File: src/rtl/esc_sequencer_if.sv
// esc_sequencer port bundle.
// Control side (start/range/abort/ack) and write-side outputs.
interface esc_sequencer_if #(
    parameter int NUM_CH = 27
);
    logic              start;
    logic [4:0]        first;
    logic [4:0]        last;
    logic              abort;
    logic              ack;
    logic [NUM_CH-1:0] sel;
    logic [7:0]        addr;
    logic              req;
    logic              busy;
    logic              done;
    logic              err;

    modport master (
        output start, first, last, abort, ack,
        input  sel, addr, req, busy, done, err
    );

    modport slave (
        input  start, first, last, abort, ack,
        output sel, addr, req, busy, done, err
    );
endinterface

File: src/rtl/esc_sequencer.sv
// Write-sweep sequencer for the RTC register-write datapath.
// Walks channels first..last, one acked request per channel.
module esc_sequencer #(
    parameter int          NUM_CH    = 27,
    parameter logic [7:0]  ADDR_BASE = 8'h00,
    parameter int          GAP       = 2,
    parameter int          TIMEOUT   = 255
) (
    input  logic           clk,
    input  logic           reset,
    esc_sequencer_if.slave bus
);

    localparam int TW = $clog2(TIMEOUT + 1);
    localparam int GW = $clog2(GAP + 1);
    localparam logic [TW-1:0] TLIM = TW'(TIMEOUT - 1);
    localparam logic [GW-1:0] GLIM = GW'(GAP - 1);
    localparam logic [5:0]    NCH  = 6'(NUM_CH);

    typedef enum logic [1:0] {
        S_IDLE,
        S_REQ,
        S_GAP,
        S_FIN
    } state_t;

    state_t            state_q, state_d;
    logic [4:0]        idx_q, idx_d;
    logic [4:0]        last_q, last_d;
    logic [GW-1:0]     gcnt_q, gcnt_d;
    logic [TW-1:0]     tcnt_q, tcnt_d;
    logic              eflag_q, eflag_d;

    logic [NUM_CH-1:0] sel_q, sel_d;
    logic [7:0]        addr_q, addr_d;
    logic              req_q, req_d;
    logic              busy_q, busy_d;
    logic              done_q, done_d;
    logic              err_q, err_d;

    logic              range_ok;

    assign range_ok = (bus.first <= bus.last) && ({1'b0, bus.last} < NCH);

    // Next-state logic; outputs are derived from the next state so they register cleanly.
    always_comb begin
        state_d = state_q;
        idx_d   = idx_q;
        last_d  = last_q;
        gcnt_d  = gcnt_q;
        tcnt_d  = tcnt_q;
        eflag_d = eflag_q;

        unique case (state_q)
            S_IDLE: begin
                if (bus.start) begin
                    if (range_ok) begin
                        idx_d   = bus.first;
                        last_d  = bus.last;
                        eflag_d = 1'b0;
                        tcnt_d  = '0;
                        state_d = S_REQ;
                    end else begin
                        eflag_d = 1'b1;
                        state_d = S_FIN;
                    end
                end
            end
            S_REQ: begin
                tcnt_d = tcnt_q + TW'(1);
                if (bus.abort) begin
                    eflag_d = 1'b1;
                    state_d = S_FIN;
                end else if (bus.ack) begin
                    if (idx_q == last_q) begin
                        state_d = S_FIN;
                    end else begin
                        idx_d   = idx_q + 5'd1;
                        gcnt_d  = '0;
                        state_d = S_GAP;
                    end
                end else if (tcnt_q == TLIM) begin
                    eflag_d = 1'b1;
                    state_d = S_FIN;
                end
            end
            S_GAP: begin
                if (bus.abort) begin
                    eflag_d = 1'b1;
                    state_d = S_FIN;
                end else if (gcnt_q == GLIM) begin
                    tcnt_d  = '0;
                    state_d = S_REQ;
                end else begin
                    gcnt_d = gcnt_q + GW'(1);
                end
            end
            S_FIN: begin
                state_d = S_IDLE;
            end
            default: begin
                state_d = S_IDLE;
            end
        endcase

        sel_d  = '0;
        addr_d = '0;
        req_d  = 1'b0;
        if (state_d == S_REQ) begin
            sel_d  = NUM_CH'(1) << idx_d;
            addr_d = ADDR_BASE + {3'b000, idx_d};
            req_d  = 1'b1;
        end
        busy_d = (state_d != S_IDLE);
        done_d = (state_d == S_FIN);
        err_d  = done_d & eflag_d;
    end

    // Control state and registered outputs.
    always_ff @(posedge clk or negedge reset) begin
        if (!reset) begin
            state_q <= S_IDLE;
            idx_q   <= '0;
            last_q  <= '0;
            gcnt_q  <= '0;
            tcnt_q  <= '0;
            eflag_q <= 1'b0;
            sel_q   <= '0;
            addr_q  <= '0;
            req_q   <= 1'b0;
            busy_q  <= 1'b0;
            done_q  <= 1'b0;
            err_q   <= 1'b0;
        end else begin
            state_q <= state_d;
            idx_q   <= idx_d;
            last_q  <= last_d;
            gcnt_q  <= gcnt_d;
            tcnt_q  <= tcnt_d;
            eflag_q <= eflag_d;
            sel_q   <= sel_d;
            addr_q  <= addr_d;
            req_q   <= req_d;
            busy_q  <= busy_d;
            done_q  <= done_d;
            err_q   <= err_d;
        end
    end

    assign bus.sel  = sel_q;
    assign bus.addr = addr_q;
    assign bus.req  = req_q;
    assign bus.busy = busy_q;
    assign bus.done = done_q;
    assign bus.err  = err_q;

endmodule

File: src/flat_wrapper.sv
// flat-port wrapper written by rule: the top's interface ports become plain ports
module esc_sequencer_flat 
#(
    parameter int          NUM_CH    = 27,
    parameter logic [7:0]  ADDR_BASE = 8'h00,
    parameter int          GAP       = 2,
    parameter int          TIMEOUT   = 255
)
  (clk, reset, bus_start, bus_first, bus_last, bus_abort, bus_ack, bus_sel, bus_addr, bus_req, bus_busy, bus_done, bus_err);
  esc_sequencer_if #(.NUM_CH(NUM_CH)) bus_i ();
  input  logic clk;
  input  logic reset;
  input wire logic [$bits(bus_i.start)-1:0] bus_start;
  input wire logic [$bits(bus_i.first)-1:0] bus_first;
  input wire logic [$bits(bus_i.last)-1:0] bus_last;
  input wire logic [$bits(bus_i.abort)-1:0] bus_abort;
  input wire logic [$bits(bus_i.ack)-1:0] bus_ack;
  output wire logic [$bits(bus_i.sel)-1:0] bus_sel;
  output wire logic [$bits(bus_i.addr)-1:0] bus_addr;
  output wire logic [$bits(bus_i.req)-1:0] bus_req;
  output wire logic [$bits(bus_i.busy)-1:0] bus_busy;
  output wire logic [$bits(bus_i.done)-1:0] bus_done;
  output wire logic [$bits(bus_i.err)-1:0] bus_err;
  assign bus_i.start = bus_start;
  assign bus_i.first = bus_first;
  assign bus_i.last = bus_last;
  assign bus_i.abort = bus_abort;
  assign bus_i.ack = bus_ack;
  assign bus_sel = bus_i.sel;
  assign bus_addr = bus_i.addr;
  assign bus_req = bus_i.req;
  assign bus_busy = bus_i.busy;
  assign bus_done = bus_i.done;
  assign bus_err = bus_i.err;
  esc_sequencer #(.NUM_CH(NUM_CH), .ADDR_BASE(ADDR_BASE), .GAP(GAP), .TIMEOUT(TIMEOUT)) u_core (.clk(clk), .reset(reset), .bus(bus_i));
endmodule
File: config.mk
export PLATFORM = sky130hd
export DESIGN_NAME = esc_sequencer_flat
export DESIGN_NICKNAME = d
export VERILOG_FILES = /design/src/rtl/esc_sequencer_if.sv /design/src/rtl/esc_sequencer.sv /design/src/flat_wrapper.sv
export SDC_FILE = /design/constraint.sdc
export NUM_CORES = 1
export LEC_CHECK = 0
export BUFFER_PORTS_ARGS = -buffer_cell sky130_fd_sc_hd__buf_2
export CAP_MARGIN = 30
export CORE_MARGIN = 1.5
export CORE_UTILIZATION = 38
export CTS_BUF_LIST = sky130_fd_sc_hd__clkbuf_4
export DETAILED_ROUTE_END_ITERATION = 10
export PLACE_DENSITY_LB_ADDON = 0.12
export REMOVE_ABC_BUFFERS = 1
export SLEW_MARGIN = 20
export SYNTH_ARGS = -nofsm -noshare
export SYNTH_HDL_FRONTEND = slang
export SYNTH_SLANG_ARGS = --single-unit
export TNS_END_PERCENT = 5
File: constraint.sdc
create_clock -name clk -period 6.89 [get_ports clk]
set_clock_uncertainty 0.2 [all_clocks]
set_input_delay 1.0335 -clock clk [delete_from_list [all_inputs] [get_ports clk]]
set_output_delay 1.0335 -clock clk [all_outputs]
set_load 0.02 [all_outputs]
==> summary.md <==
| Metric | Value |
|---|---|
| Unrepaired setup endpoints after global routing | `false` |
| Iter 0 DRT Violations | `108` |
| CP bufs+invs | `3` |
| Worst hold path class | `register to register` |
| Post-DP HPWL | `slightly below 5000 um` |
| Max clock buf depth | `2` |
| Final Max Slew Viols | `0` |
| Post-synthesis mux area share | `0.0284` |
| IO buf count | `50` |
| Vias per cell | `approximately 5.1` |
| Fmax | `a little over 0.3 GHz` |
| Vias in the first global route | `between 2000 and 2500` |
| Worst setup EP type | `register` |
| First-pass GRT wire length | `between 10000 and 15000 um` |
| Routability cong. | `0.863` |
| Layout Nets | `373` |
| Hold Path Sink | `u_core.tcnt_q[6]` |
| Initial Util | `0.395` |
| FF+latch area | `0.00148 mm2` |
| Pint | `roughly 850 uW` |
| I/O pin count | `54` |
| Clock transition at path regs | `about 110 ps` |
| Tmin final | `3270 ps` |
| Worst path max stage delay | `470 ps` |
| Synth Flop Type | `dfrtp_1` |
| Worst hold path cell count | `1` |
| H-Tree Level Count | `3` |
| R2R Path End | `u_core.bus.sel[26]` |
| Crit path launch type | `input port` |
| TritonCTS Sinks | `around 60` |
| Area occupied by multi-input gates | `approximately 0.0015 mm2` |
| Area contributors post-synth | `dfrtp_1 48%, ha_1 5.3%, nor2_1 4.3%` |
| Hold Buf Count CTS | `0` |
| CP max stage cell | `and2_1` |
| Synth unique cells | `64` |
| Mapped Cells | `between 200 and 300` |
| Clock Power Share | `0.184` |
| Area share of and/or/nand/nor cells after synthesis | `0.212` |
| Cell chain of the critical path | `buf_2 > inv_1 > ha_1 > a21o_1 > a21oi_2 > o2bb2ai_1 > and2_1 > a222oi_1 > buf_4 > or2b_2 > nor2_1` |
| Pwr per Cell Area | `about 440 mW/mm2` |
| Synth Area in Compound Gates | `0.160` |
| Share of cells above drive strength 1 | `0.326` |
| Worst Path Required | `~7000 ps` |
| Hold Path Origin | `u_core.tcnt_q[6]` |
| Setup TNS | `0 ps` |
| Number of CTS-inserted buffers | `9` |
| Diodes inserted | `0` |
| GRT Residual Overflow | `0` |
| Slew @ Worst Pin | `between 700 and 800 ps` |
| Ys Warns | `0` |
| Rows | `32` |
| Via count | `2286` |
| Net Switching | `between 700 and 800 uW` |
| Core area | `slightly below 0.008 mm2` |
| Seq/Total Area, Yosys | `0.479` |
| Leak | `0.00174 uW` |
| Max Cap Viol | `0` |
| Delay-heaviest family, CP | `simple AND/OR/NAND/NOR gates` |
| Die ar. | `0.00866 mm2` |
| Final instance area | `0.00358 mm2` |
| Area Overhead vs Synth | `16.1%` |
| Worst reg2reg startpoint | `u_core.state_q[1]` |
| Clock Tree Root | `clkbuf_4` |
| Syn Area/Cell | `between 10 and 15 um2` |
| Number of synthesized flops with an enable pin | `0` |
| Status | `complete, no violations` |
| Final routed DRC violation total | `0` |
| Share of the synthesized area in the top cell type | `0.479` |
| CP Class | `input port to register` |
| CTS tree | `yes` |
| DR pass1 iterations | `4` |
| Post-Synth Adder-Cell Area | `0.0528` |
| Slew HR | `0.508` |
| #FFs+latches synth | `59` |
| Comb power frac | `0.503` |
| Reg2Reg Depth | `9` |
| Layout filler cell count | `~770` |
| Largest family of logic cells by synthesized area | `simple AND/OR/NAND/NOR gates` |
| R2R Setup Slk | `roughly 3700 ps` |
| Sw Share | `0.456` |
| Total global-route track usage | `0.172` |
| Xor and xnor area share after synthesis | `0.0142` |
| Largest net degree at the start of global routing | `60` |
| DRT Wirelength | `around 6600 um` |
| Worst-Skew Late Latency | `400 ps` |
| Number of setup buffers added after CTS | `0` |
| Async SR Flop Fraction | `1.00` |
| Dpl cells | `436` |
| Cell Area, Synth | `slightly above 0.003 mm2` |
| Number of setup violations in the final report | `0` |
| WP data arrival | `roughly 3400 ps` |
| Wire per inst | `about 15 um` |
| Initial antenna violation count | `0` |
| Crit path max fanout | `10` |
| Post-DRT Antenna Nets | `0` |
| Resized cells post-CTS | `0` |
| Peak supply drop | `0.170 mV` |
| Area after DPL | `about 0.0034 mm2` |
| Final hold viol count | `0` |
| Die span in y | `93.1 um` |
| Top cell type by total area after synthesis | `dfrtp_1` |
| Crit share post-route | `0.474` |
| Final std cells w/o fill | `between 400 and 500` |
| Flop pwr share | `0.313` |
| Chip width | `~93 um` |
## power by group through the flow
stage / Sequential, uW / Combinational, uW / Clock, uW
2_1_floorplan: 520 / 566 / 0
3_3_place_gp: 497 / 788 / 0
3_5_place_dp: 495 / 791 / 0
4_1_cts: 489 / 793 / 298
5_1_grt: 500 / 883 / 314
6_report: 489 / 787 / 288
## registers in the layout (all words and copies together), names as in the netlist
name / flops
u_core.bus.err: 1
u_core.eflag_q: 1
u_core.last_q: 5
u_core.bus.done: 1
u_core.state_q: 2
u_core.idx_q: 5
u_core.bus.addr: 5
u_core.tcnt_q: 8
u_core.bus.req: 1
u_core.bus.sel: 27
u_core.gcnt_q: 2
u_core.bus.busy: 1
## cell usage after synthesis (6+ instances only)
master / instances
nand2_1: 24
ha_1: 13
nor3_1: 9
nor2_1: 35
inv_1: 18
inv_2: 6
mux2_2: 6
a21oi_1: 8
nand3_1: 7
dfrtp_1: 59
o21ai_0: 10
## per-layer routing
layer / wire [um] / GRT usage
met4: 72 / 0.0455
met5: 0 / 0
met2: 2990 / 0.254
met1: 3250 / 0.246
met3: 324 / 0.0496
## through the flow
stage / setup slack [ps] / hold slack (ps) / util / power, uW
2_1_floorplan: 3140 / 253 / - / 1090
3_3_place_gp: 3280 / 274 / 0.437 / 1290
3_5_place_dp: 3220 / 282 / 0.437 / 1290
4_1_cts: 3660 / 310 / 0.458 / 1580
5_1_grt: 3410 / 331 / 0.458 / 1700
6_report: 3620 / 303 / 0.458 / 1560
## cell families (layout without fill, tap and decap cells)
kind of cell,count (synthesis),in the layout
adder cells (fa/ha/maj),13,13
other,1,3
AND/OR/NAND/NOR,116,116
XOR/XNOR,5,5
multiplexers,8,8
buffers and inverters,34,92
flip-flops,59,59
AO/OA/AOI/OAI,54,54
## worst reg2reg max path: cells and delay by family, from the launching register on
| kind | cells | cell delay [ps] |
|---|---|---|
| simple gates | 4 | 1300 |
| fa+ha+maj | 1 | 630 |
| flops | 1 | 450 |
| compound gates | 2 | 310 |
| buf+inv | 2 | 220 |
## worst max-delay path by stage
stage | start | to | slack, ps | cells after the start
floorplan | bus_last[3] | u_core.bus.sel[14] | 3140 | 9
global placement | bus_last[3] | u_core.bus.sel[3] | 3280 | 11
detailed placement | bus_last[3] | u_core.bus.sel[7] | 3220 | 11
CTS | bus_last[3] | u_core.bus.sel[7] | 3660 | 11
global route | u_core.state_q[1] | u_core.bus.sel[26] | 3410 | 9
finish | bus_last[3] | u_core.bus.sel[7] | 3620 | 11
## area by class of cell
cell class                      instances  share of cell area
Sequential cell                        59               0.413
Multi-Input combinational cell        199               0.405
Timing Repair Buffer                   52              0.0742
Tap cell                              102              0.0357
Clock inverter                          7              0.0280
Inverter                               24              0.0252
Clock buffer                            9              0.0189
## placed cells by master (no fill, tap or decap), types with 3 or more instances in the layout
cell type	n
nand2_1	24
clkinv_4	3
nand2_2	3
dfrtp_1	59
nor3_1	9
a21oi_1	8
nand4_1	3
o21ai_1	3
clkbuf_4	9
buf_2	50
o21ai_0	10
nand3_2	5
inv_2	6
nor2b_1	3
nand2b_1	5
mux2_2	6
ha_1	13
o31ai_1	4
inv_1	18
a21oi_2	3
conb_1	3
nand3_1	7
xnor2_1	5
nor2_1	35
and2_1	5
No activity file was read; power rests on OpenSTA's default activity.
